--- config.mk ---
export PLATFORM = sky130hd
export DESIGN_NAME = hilo_muldiv_ctrl
export DESIGN_NICKNAME = d
export VERILOG_FILES = /design/src/rtl/hilo_muldiv_ctrl.sv
export SDC_FILE = /design/constraint.sdc
export NUM_CORES = 1
export LEC_CHECK = 0
export ABC_AREA = 1
export CAP_MARGIN = 5
export CORE_ASPECT_RATIO = 0.7
export CORE_MARGIN = 10
export CORE_UTILIZATION = 45
export DETAILED_ROUTE_END_ITERATION = 16
export MAX_ROUTING_LAYER = met4
export PLACE_DENSITY_LB_ADDON = 0.08
export SLEW_MARGIN = 20
export SYNTH_ARGS = -nofsm -noshare
export SYNTH_HDL_FRONTEND = slang
export SYNTH_SLANG_ARGS = --single-unit
--- constraint.sdc ---
create_clock -name Clk -period 2.3 [get_ports Clk]
set_input_delay 0.46 -clock Clk [delete_from_list [all_inputs] [get_ports Clk]]
set_output_delay 0.46 -clock Clk [all_outputs]
set_load 0.005 [all_outputs]
--- src/rtl/hilo_muldiv_ctrl.sv ---
// Iterative MULT/MULTU/DIV/DIVU sequencer owning the Hi/Lo result path.
// Shift-add multiply and restoring divide on magnitudes, then a one-cycle sign fixup.
module hilo_muldiv_ctrl #(
    parameter int unsigned DATA_W = 32
) (
    input  logic                  Clk,
    input  logic                  Reset,
    input  logic                  StartIn,
    input  logic [1:0]            OpIn,
    input  logic [DATA_W-1:0]     AIn,
    input  logic [DATA_W-1:0]     BIn,
    input  logic                  HiLoReadIn,
    output logic                  BusyOut,
    output logic                  StallOut,
    output logic                  DoneOut,
    output logic                  HiWriteOut,
    output logic                  LoWriteOut,
    output logic [2*DATA_W-1:0]   Result64Out
);

    localparam int unsigned RES_W = 2 * DATA_W;
    localparam int unsigned CNT_W = $clog2(DATA_W);

    typedef enum logic [2:0] {IDLE, MUL, DIV, FIX, DONE} state_t;

    state_t             state;
    logic [CNT_W-1:0]   count;
    logic [1:0]         opReg;
    logic               signA;
    logic               signB;
    logic [RES_W-1:0]   acc;
    logic [RES_W-1:0]   mcand;
    logic [DATA_W-1:0]  bReg;
    logic [DATA_W-1:0]  rem;
    logic [DATA_W-1:0]  quo;

    logic               aNeg;
    logic               bNeg;
    logic [DATA_W-1:0]  aMag;
    logic [DATA_W-1:0]  bMag;
    logic [DATA_W:0]    remShift;
    logic [DATA_W:0]    trial;
    logic               signDiff;
    logic               divZero;
    logic [RES_W-1:0]   prodFix;
    logic [DATA_W-1:0]  quoFix;
    logic [DATA_W-1:0]  remFix;
    logic [RES_W-1:0]   fixed;

    assign BusyOut  = (state != IDLE);
    assign StallOut = BusyOut & (StartIn | HiLoReadIn);

    // Operand magnitudes, one restoring-divide step, and the sign fixup of the finished result
    always_comb begin
        aNeg     = ~OpIn[0] & AIn[DATA_W-1];
        bNeg     = ~OpIn[0] & BIn[DATA_W-1];
        aMag     = aNeg ? (DATA_W'(0) - AIn) : AIn;
        bMag     = bNeg ? (DATA_W'(0) - BIn) : BIn;
        remShift = {rem, quo[DATA_W-1]};
        trial    = remShift - {1'b0, bReg};
        signDiff = ~opReg[0] & (signA ^ signB);
        divZero  = (bReg == '0);
        prodFix  = signDiff ? (RES_W'(0) - acc) : acc;
        // Divide by zero keeps the all-ones quotient; the remainder (|A|) regains A's sign, giving raw A
        quoFix   = (signDiff & ~divZero) ? (DATA_W'(0) - quo) : quo;
        remFix   = (~opReg[0] & signA) ? (DATA_W'(0) - rem) : rem;
        fixed    = opReg[1] ? {remFix, quoFix} : prodFix;
    end

    always_ff @(posedge Clk) begin
        if (Reset) begin
            state       <= IDLE;
            count       <= '0;
            opReg       <= '0;
            signA       <= 1'b0;
            signB       <= 1'b0;
            acc         <= '0;
            mcand       <= '0;
            bReg        <= '0;
            rem         <= '0;
            quo         <= '0;
            DoneOut     <= 1'b0;
            HiWriteOut  <= 1'b0;
            LoWriteOut  <= 1'b0;
            Result64Out <= '0;
        end else begin
            DoneOut    <= 1'b0;
            HiWriteOut <= 1'b0;
            LoWriteOut <= 1'b0;
            case (state)
                IDLE: begin
                    if (StartIn) begin
                        opReg <= OpIn;
                        signA <= aNeg;
                        signB <= bNeg;
                        count <= '0;
                        acc   <= '0;
                        mcand <= RES_W'(aMag);
                        bReg  <= bMag;
                        rem   <= '0;
                        quo   <= aMag;
                        state <= OpIn[1] ? DIV : MUL;
                    end
                end
                MUL: begin
                    if (bReg[0]) begin
                        acc <= acc + mcand;
                    end
                    mcand <= mcand << 1;
                    bReg  <= bReg >> 1;
                    count <= count + CNT_W'(1);
                    if (count == CNT_W'(DATA_W - 1)) begin
                        state <= FIX;
                    end
                end
                DIV: begin
                    quo   <= {quo[DATA_W-2:0], ~trial[DATA_W]};
                    rem   <= trial[DATA_W] ? remShift[DATA_W-1:0] : trial[DATA_W-1:0];
                    count <= count + CNT_W'(1);
                    if (count == CNT_W'(DATA_W - 1)) begin
                        state <= FIX;
                    end
                end
                FIX: begin
                    Result64Out <= fixed;
                    DoneOut     <= 1'b1;
                    HiWriteOut  <= 1'b1;
                    LoWriteOut  <= 1'b1;
                    state       <= DONE;
                end
                DONE: begin
                    state <= IDLE;
                end
                default: begin
                    state <= IDLE;
                end
            endcase
        end
    end

endmodule

# Word-level counts from Yosys, hierarchy flattened
# Cells that the tools add are included.
# totals
ff_bits	301
latch_bits	0
mem_bits_rw	0
rom_bits	0
in_bits	70
elab_cells	77
mem_count	0
# classes
n_addsub	8
mul	0
n_div	0
order_cmp	0
n_eq_ne	7
n_shift	0
n_mux	25
bitwise_logic	12
n_reduce_logical	13
# op_table
op	n
64-bit two-way mux	5
32-bit two-way mux	8
64-bit case mux with 2 select lines	2
32-bit case mux with 2 select lines	3
1-bit by 32-bit subtractor with 32-bit output (first input constant)	4
64-bit adder	1
1-bit by 64-bit subtractor with 64-bit output (first input constant)	1
33-bit by 32-bit subtractor with 33-bit output	1
32-bit logical NOT	1
5-bit case mux with 2 select lines	1
2-bit AND reduction	5
3-bit case mux with 3 select lines	1
1-bit AND	6
3-bit by 2-bit == test with 1-bit output (second input constant)	2
3-bit two-way mux	2
2-bit nonzero test	3
5-bit by 1-bit adder with 5-bit output (second input constant)	1
5-bit == test (second input constant)	1
5-bit two-way mux	1
2-bit inequality test (second input constant)	2
1-bit inverter	4
3-bit by 1-bit == test with 1-bit output (second input constant)	1
3-bit logical NOT	1
3-bit AND reduction	1
7 further kinds	7

# Logic depth before layout (Yosys ltp)
# logic_depth
depth_word	5
ltp_mapped	19

# Worst setup path after synthesis
# OpenSTA, ideal clock, no wires.
# synth_path
path_type	flip-flop to flip-flop
startpoint	reg quo[31]
endpoint	reg rem[19]
setup_ns	0.140
t_arrival_ns	2.203
t_required_ns	2.160
setup_slack_ns	-0.044
path_stages_with_launch	20
synth_period_minus_slack_ns	2.344
path_cell_list	dfxtp_1 -> inv_1 -> ha_1 -> fa_1 -> inv_2 -> nand2_1 -> nand2_1 -> nand3_1 -> nand2_2 -> nand2_2 -> nand2_2 -> nand2_4 -> nand2_2 -> nand2_4 -> nand2_2 -> buf_6 -> buf_6 -> nand2_2 -> nand3_2 -> a21oi_2
# synth_between
elab_chain_cells	3
# synth_rtl
item	line	text
start: declaration	35	logic [DATA_W-1:0] quo;
start signal: assignment	101	quo <= aMag;
start signal: assignment	117	quo <= {quo[DATA_W-2:0], ~trial[DATA_W]};
33-bit by 32-bit subtractor with 33-bit output	60	trial = remShift - {1'b0, bReg};
32-bit two-way mux	118	rem <= trial[DATA_W] ? remShift[DATA_W-1:0] : trial[DATA_W-1:0];
32-bit case mux with 2 select lines	90	case (state)
end signal: assignment	118	
end: declaration	34	logic [DATA_W-1:0] rem;
# Every way passes these cells.
# A chain may end at the register's enable or synchronous reset.

# Final worst setup path
# layout_path
startpoint	reg quo[31]
endpoint	reg rem[6]
# Same word-level chain as after synthesis.

==> run metrics <==
status=finished with violations; violated checks=negative setup slack; layout cell share with drive strength beyond 1=16.1%; Buf/Inv on CP=3; CP arrival=2860 ps; Clock Path Buffers=3; share of the synthesized area in the top cell type=23.0%; synthesis-to-layout area growth=30.1%; Max Slew Vio Count=0; via count=31.9k; Detailed Place HPWL=88.7 mm; total global routing overflow=0; Synth Cell Area=0.0262 mm2; Overall Global Routing Usage=32.0%; Post-Route WL=111 mm; met3 Usage GRT=6.10%; register area share after synthesis=23.0%; minimum hold slack=354 ps; YS warnings=0; cell accounting for the most synthesized area=dfxtp_1; total CTS buffers=36; worst endpoint required time=2790 ps; synthesized flop and latch total=301; Routed wire per std cell=18.5 um; CP top delay family=simple AND/OR/NAND/NOR gates; Primary FF master, synth=dfxtp_1; Top Usage Layer GRT=met1; total die area=0.0683 mm2; VDD IR max=2220 uV; post-route clock period utilization=103%; startpoint types=flip-flop; post-place setup slack=-260 ps; Max-slew headroom=36.0%; die height=222 um; Distinct cells, synth=47; Max stage delay on crit path=360 ps; antenna violations before repair=0; CTS tree=done; fmax=422 MHz; port bufs=138; largest net degree at the start of global routing=93; Via density=5.33; Max stage delay cell, worst path=fa_2; initial drt markers=3356; hold depth=4; Critical Path Stages=17; Clock Latency Late Sink=580 ps; RSZ-0062 raised after global routing=yes; pwr dens=1330 mW/mm2; syn_area_per_cell=5.54 um2; largest cells by area after synthesis=dfxtp_1 (23%), nand2_1 (23%), inv_1 (11%); crit path capture type=flip-flop; clk root buf=clkbuf_16; R2R depth=17; gpl congestion=1.03; Crit Path Class=reg2reg; DR DRC count=0; final setup skew=21.8 ps; Initial Util=45.8%; # H-tree levels=2; first-pass GRT wire length=168 mm; number of iterations in the first detailed-routing pass=7; io pins=139; Final WS setup=-70.2 ps; ys async rst share=0%; number of nets with antenna violations after routing=0; Static Leak=17.1 nW; fin nets=5378; Post-synth EDFFs=0; max_cap viols=0; final setup fails=24; Hold Vio Cnt, Final=0; critical-path cell list=inv_2, ha_4, fa_2, inv_2, nand2_2, nand2_2, nand3_2, nand2_2, nand2_2, nand2_4, nand2_4, nand3_4, nand2_8, buf_12, nand2_2, nand3_2, a21oi_1; Mapped Nets=4895; most common cell in the netlist=nand2_1; Worst-path clk slew=60 ps; Least-Margin Pin Slew=961 ps; Crit Path Max Fanout=6; # clock sinks=301; Most Frequent Cell on Critical Path=nand2_2; placement row count=73; Hold WC Path Type=in2reg; top cells by count, synth=nand2_1 (1586), inv_1 (740), nor2_1 (424); Final min period=2370 ps; core area=0.0572 mm2; Syn Inst Count=4721; met2 global-route usage=45.0%; number of global-route vias before repair=28.6k; met1 usage in global routing=46.1%; DIE WIDTH=308 um
-- final timing paths --
check                              start       end  slack (ps)
worst max-delay path             quo[31]    rem[6]         -70
worst min-delay path               Reset  mcand[1]         350
worst max register to register   quo[31]    rem[6]         -70
worst min register to register  count[4]  count[4]         480
-- cell usage in the layout, fill, tap and decap left out, types with 30 or more instances in the layout --
cell type        Yosys  layout
nand2_1           1586    1535
inv_1              740     733
buf_4                2     421
nand3_1            395     374
nor2_1             424     366
a21oi_1            353     331
dfxtp_1            301     285
o21ai_0            210     204
clkdlybuf4s50_1      0     136
a31oi_1             80      79
ha_1               102      60
nand2_2             18      59
nand4_1             59      59
nor2_2               5      53
nor3_1              52      48
clkbuf_16            0      39
xor2_1              36      36
a21oi_2             12      31
inv_2               23      30
nand3_2             10      30
-- area by class of cell --
type	instances	area (um2)
Fill cell	5836	23100
Timing Repair Buffer	591	5160
Antenna cell	1	2.50
Sequential cell	301	6050
Multi-Input combinational cell	3509	17700
Clock inverter	14	219
Clock buffer	51	1070
Inverter	765	2870
Tap cell	750	938
-- metrics by stage --
stage / TNS, ps / utilization, % / power, mW / area (um2) / cells
floorplan: 0 / - / 24.0 / 26200 / 4721
global placement: -2720 / 55.2 / 35.0 / 31600 / 5907
detailed placement: -6210 / 55.2 / 35.0 / 31600 / 5907
CTS: -27.7 / 57.8 / 42.8 / 33000 / 5977
global route: -4330 / 59.5 / 48.4 / 34000 / 5981
finish: -597 / 59.5 / 45.4 / 34000 / 5982
-- report_power, final --
part | leakage (nW) | switching [mW] | internal [mW] | total (mW)
Combinational | 14.0 | 19.5 | 12.2 | 31.7
Sequential | 2.45 | 1.17 | 6.17 | 7.34
Clock | 0.627 | 2.53 | 3.82 | 6.35
Total | 17.1 | 23.2 | 22.2 | 45.4
-- repair_timing --
action | in CTS | in global routing
gates cloned | 2 | 1
hold buffers | 0 | 0
gates resized for setup | 30 | 230
endpoints found under the hold margin | 0 | 0
setup endpoints to repair | 40 | 104
pin swaps | 4 | 35
buffers inserted | 3 | 3
-- per-layer routing --
layer	wire, um	part of all wire, %
met5	0	0
met4	2750	2.5
met3	11500	10
met2	45200	41
met1	51600	46
-- cells by family (layout without fill, tap and decap cells) --
family,after synthesis,after routing,share of synthesized area [%]
AOI/OAI and AO/OA,735,735,15.2
xor gates and xnor gates,53,53,1.77
adders and majority gates,104,104,5.03
buffers and inverters,911,1421,13.3
DFF,301,301,23.0
other,0,1,0
and+or+nand+nor,2617,2617,41.6
-- state kept, by name (all words and copies together), names as in the netlist --
name         cells
opReg            2
bReg            32
signB            1
rem             32
signA            1
acc             64
state            3
LoWriteOut       1
Result64Out     64
mcand           64
quo             32
count            5
-- worst register-to-register path: stages, from the launching register on --
cell and delay [ps]:
dfxtp_2 340, inv_2 50, ha_4 150, fa_2 360, inv_2 90, nand2_2 60
nand2_2 80, nand3_2 60, nand2_2 110, nand2_2 80, nand2_4 80, nand2_4 70
nand3_4 160, nand2_8 130, buf_12 170, nand2_2 70, nand3_2 60, a21oi_1 150
(Power assumes the default switching activity.)
